===== config.mk =====
export PLATFORM = sky130hd
export DESIGN_NAME = univ_shift_reg
export DESIGN_NICKNAME = d
export VERILOG_FILES = /design/src/rtl/univ_shift_pkg.sv /design/src/rtl/shift_word_counter.sv /design/src/rtl/univ_shift_reg.sv
export SDC_FILE = /design/constraint.sdc
export NUM_CORES = 1
export LEC_CHECK = 0
export ABC_AREA = 1
export CORE_MARGIN = 5
export CORE_UTILIZATION = 42
export DETAILED_ROUTE_END_ITERATION = 16
export GPL_ROUTABILITY_DRIVEN = 1
export PLACE_DENSITY = 0.77
export SYNTH_ARGS = -nofsm -noshare
export SYNTH_HDL_FRONTEND = slang
export SYNTH_SLANG_ARGS = --single-unit

===== constraint.sdc =====
create_clock -name clk -period 1.4 [get_ports clk]
set_clock_uncertainty 0.05 [all_clocks]
set_input_delay 0.21 -clock clk [delete_from_list [all_inputs] [get_ports clk]]
set_output_delay 0.21 -clock clk [all_outputs]
set_load 0.02 [all_outputs]

===== src/rtl/univ_shift_pkg.sv =====
// Shared definitions for the universal shift register: the 3-bit operation
// select type and its encodings.
package univ_shift_pkg;

   typedef logic [2:0] mode_t;

   localparam mode_t MODE_HOLD = 3'b000;
   localparam mode_t MODE_SHL  = 3'b001;
   localparam mode_t MODE_SHR  = 3'b010;
   localparam mode_t MODE_LOAD = 3'b011;
   localparam mode_t MODE_ROTL = 3'b100;
   localparam mode_t MODE_ROTR = 3'b101;

endpackage


===== src/rtl/shift_word_counter.sv =====
// Counts shifts within a word, wraps after WIDTH shifts and emits a one-cycle
// word_done pulse on the wrap; restart (a parallel load) zeroes the count.
module shift_word_counter
   import univ_shift_pkg::*;
#(
   parameter int WIDTH = 8,
   parameter int CW    = $clog2(WIDTH)
) (
   input  logic          clk,
   input  logic          clr,
   input  logic          step,
   input  logic          restart,
   output logic [CW-1:0] cnt,
   output logic          word_done
);

   localparam logic [CW-1:0] LAST = CW'(WIDTH - 1);

   logic wrap;

   assign wrap = step && (cnt == LAST);

   // word_done is re-evaluated every edge, so any cycle that does not wrap
   // (including a frozen one) drops it back to zero.
   always_ff @(posedge clk or negedge clr) begin
      if (!clr) begin
         cnt       <= '0;
         word_done <= 1'b0;
      end else begin
         word_done <= wrap && !restart;
         if (restart || wrap) begin
            cnt <= '0;
         end else if (step) begin
            cnt <= cnt + CW'(1);
         end
      end
   end

endmodule


===== src/rtl/univ_shift_reg.sv =====
// Parametrised universal shift register: left/right shift, parallel load and
// word counting. Rotate modes are built only when UNIV_SHIFT_ROTATE_EN is defined.
module univ_shift_reg
   import univ_shift_pkg::*;
#(
   parameter int    WIDTH = 8,
   localparam int   CW    = $clog2(WIDTH)
) (
   input  logic             clk,
   input  logic             clr,
   input  logic             en,
   input  logic [2:0]       mode,
   input  logic             sin,
   input  logic [WIDTH-1:0] pin,
   output logic [WIDTH-1:0] out,
   output logic             sout,
   output logic [CW-1:0]    cnt,
   output logic             word_done
);

   logic [WIDTH-1:0] next_out;
   logic             next_sout;
   logic             shift;
   logic             load;

   // Unlisted encodings (and rotates when not built) fall through to HOLD.
   always_comb begin
      next_out  = out;
      next_sout = sout;
      shift     = 1'b0;
      load      = 1'b0;
      case (mode)
         MODE_SHL: begin
            next_out  = {out[WIDTH-2:0], sin};
            next_sout = out[WIDTH-1];
            shift     = 1'b1;
         end
         MODE_SHR: begin
            next_out  = {sin, out[WIDTH-1:1]};
            next_sout = out[0];
            shift     = 1'b1;
         end
         MODE_LOAD: begin
            next_out = pin;
            load     = 1'b1;
         end
`ifdef UNIV_SHIFT_ROTATE_EN
         MODE_ROTL: begin
            next_out  = {out[WIDTH-2:0], out[WIDTH-1]};
            next_sout = out[WIDTH-1];
            shift     = 1'b1;
         end
         MODE_ROTR: begin
            next_out  = {out[0], out[WIDTH-1:1]};
            next_sout = out[0];
            shift     = 1'b1;
         end
`endif
         default: begin
         end
      endcase
   end

   always_ff @(posedge clk or negedge clr) begin
      if (!clr) begin
         out  <= '0;
         sout <= 1'b0;
      end else if (en) begin
         out  <= next_out;
         sout <= next_sout;
      end
   end

   shift_word_counter #(
      .WIDTH (WIDTH),
      .CW    (CW)
   ) u_counter (
      .clk       (clk),
      .clr       (clr),
      .step      (en && shift),
      .restart   (en && load),
      .cnt       (cnt),
      .word_done (word_done)
   );

endmodule


==> impl_metrics.csv <==
group,metric,value,unit
status,status,"completed",
clocking,post_cts_buffers,0,
sta,fin_crit,1.29,ns
critical_path,timing.critical_path.buf_inv,1,
sta,maxSlewViolCount,0,
critical_path,crit_type,"flip-flop to output port",
floorplan,boundaryPins,28,
power,ir_drop,0.589,mV
run,drv_cap,0,
global_route,antenna_found_initial,0,
finish,fin_util,64.9,%
global_route,grt_pass1_wl,3.73,mm
clocking,clockBufferDepth,2,
place,dp_hpwl,1.59,mm
sta,grt_setup_unrepaired,"false",
floorplan,coreArea,1710,sq um
sta,setup-violations-final,0,
drt,avgRoutedWirePerCell,12.3,microns
place,place_area,1100,sq um
drt,dr.pass1.iters,4,
place,port_buffers,27,
drt,drtIter0Drc,23,
drt,wl_met1,853,microns
synthesis,ys_seq_area_share,43.4,%
global_route,grt_start_max_net_pins,14,
drt,via_per_inst,5.04,
finish,final.fill_count,167,
place,dp.cells,163,
floorplan,die_area,2730,sq um
finish,stdcell_count,167,
sta,worstMarginPinSlew,0.317,ns
critical_path,crit_fanout,4,
min_path,min_path_type,"input pin to async pin",
critical_path,cp-start-kind,"flip-flop",
critical_path,cp.arrival,1.03,ns
finish,area_growth,47.9,%
synthesis,yosysUniqueCellTypes,13,
finish,fin_area,1110,sq um
synthesis,synth_warnings,0,
synthesis,syn_inst,106,
sta,max_freq,0.777,GHz
critical_path,rrSetupSlack,0.14,ns
sta,whs,0.179,ns
floorplan,die_w,52.2,microns
clocking,htreeDepth,1,
clocking,clkSinkCount,13,
synthesis,syn_nets,123,
finish,drive_above_1_share,11.3,%
critical_path,crit_slowest_cell,"dfrtp_1",
drt,ant_nets,0,
global_route,grt-ovfl-total,0,
global_route,grt_usage,18.4,%
critical_path,path_cells,"dlygate4sd2_1",
critical_path,crit_family,"flip-flops",
drt,drc,0,
power,power_density,1080,nW/um^2
critical_path,required,1.14,ns
synthesis,synth-seq-cells,13,
critical_path,slowest_delay,0.42,ns
drt,top_layer,"met4",
finish,insertedDiodeCount,0,
finish,nets,160,
drt,dr_wl_met3,129,microns
place,gp_congestion,0.810,
floorplan,core.rowCount,15,
power,p_leak,0.600,nW
synthesis,postSynthAreaPerCell,7.07,sq um
floorplan,initial_core_util,43.9,%
global_route,grt_pass1_vias,865,
clocking,root_buffer,"clkbuf_4",
clocking,clk_latency,0.28,ns
sta,max_slew_margin,78.8,%
clocking,clk_pin_slew,0.08,ns
drt,via_count,841,
sta,hold_violations,0,
clocking,cts_buffers,3,
floorplan,die_height,52.2,microns
sta,period_share,92.0,%
synthesis,synth_area,749,sq um
critical_path,end_kind,"output port",
clocking,cts_tree,"yes",
drt,met2WireLength,1.05,mm
drt,wl,2.05,mm
## final timing paths
| path | from | endpoint | cells past startpoint |
|---|---|---|---|
| worst max-delay path | out[7]$_DFFE_PN0P_ | out[7] | 1 |
| worst min-delay path | clr | out[0]$_DFFE_PN0P_ | 2 |
| worst max register to register | u_counter.cnt[0]$_DFFE_PN0P_ | u_counter.cnt[1]$_DFFE_PN0P_ | 5 |
| worst min register to register | sout$_DFFE_PN0P_ | sout$_DFFE_PN0P_ | 2 |
| max in group asynchronous | clr | out[7]$_DFFE_PN0P_ | 2 |
| min in group clk | sout$_DFFE_PN0P_ | sout$_DFFE_PN0P_ | 2 |
## state kept, by name, summed over array words and instances, names as in the netlist
name and flops:
sout 1, u_counter.word_done 1, u_counter.cnt 3, out 8
## repair_timing
| action | CTS | global route |
|---|---|---|
| endpoints found under the setup margin | 13 | 8 |
| gates resized for setup | 13 | 1 |
| hold buffers | 0 | 0 |
## where the power goes
part | switching (mW) | internal (mW)
Sequential | 0.0681 | 0.450
Combinational | 0.252 | 0.189
Clock | 0.127 | 0.111
Total | 0.447 | 0.750
## area by class of cell
type	instances	area (sq um)	area share, %
Tap cell	25	31.3	2.82
Multi-Input combinational cell	85	397	35.8
Sequential cell	13	325	29.3
Clock buffer	4	26.3	2.37
Inverter	6	22.5	2.03
Timing Repair Buffer	34	307	27.7
## metrics by stage
step | TNS, ns | power, mW | setup WS, ns
final | 0 | 1.20 | 0.112
after global routing | 0 | 1.29 | 0.0186
after CTS | 0 | 1.22 | 0.0927
after detailed placement | -2.02 | 1.03 | -0.183
after global placement | -1.49 | 1.02 | -0.149
after floorplan | 0 | 0.758 | 0.126
## cell families after synthesis
group | share of synthesized area (%)
and+or+nand+nor | 40.7
DFF | 43.4
AOI/OAI and AO/OA | 8.51
adders and majority gates | 3.34
buffers and inverters | 4.01
## routing by layer
| layer | GRT usage [%] | up-vias |
|---|---|---|
| li1 | - | 414 |
| met1 | 22.4 | 398 |
| met2 | 31.4 | 27 |
| met3 | 5.41 | 2 |
| met4 | 5.11 | 0 |
| met5 | 0 | - |
## Yosys cell counts, drive strengths merged
cell type,number,area [sq um]
clkbuf,2,7.51
nor2,5,33.8
dfrtp,13,325
nand3,11,55.1
ha,2,25.0
nand4,3,18.8
nand2,52,198
o21ai,12,63.8
inv,6,22.5
## cells in the final DEF (no fill, tap or decap), types with 2 or more instances in the layout
cell,Yosys,layout
buf_4,0,7
clkbuf_4,0,3
clkdlybuf4s50_1,0,14
dfrtp_1,13,13
dlygate4sd2_1,0,13
ha_1,2,2
inv_1,5,5
nand2_1,51,51
nand3_1,11,11
nand4_1,3,3
nor2_1,3,2
nor2_4,2,2
o21ai_0,11,11
No activity file was read; power rests on OpenSTA's default activity.
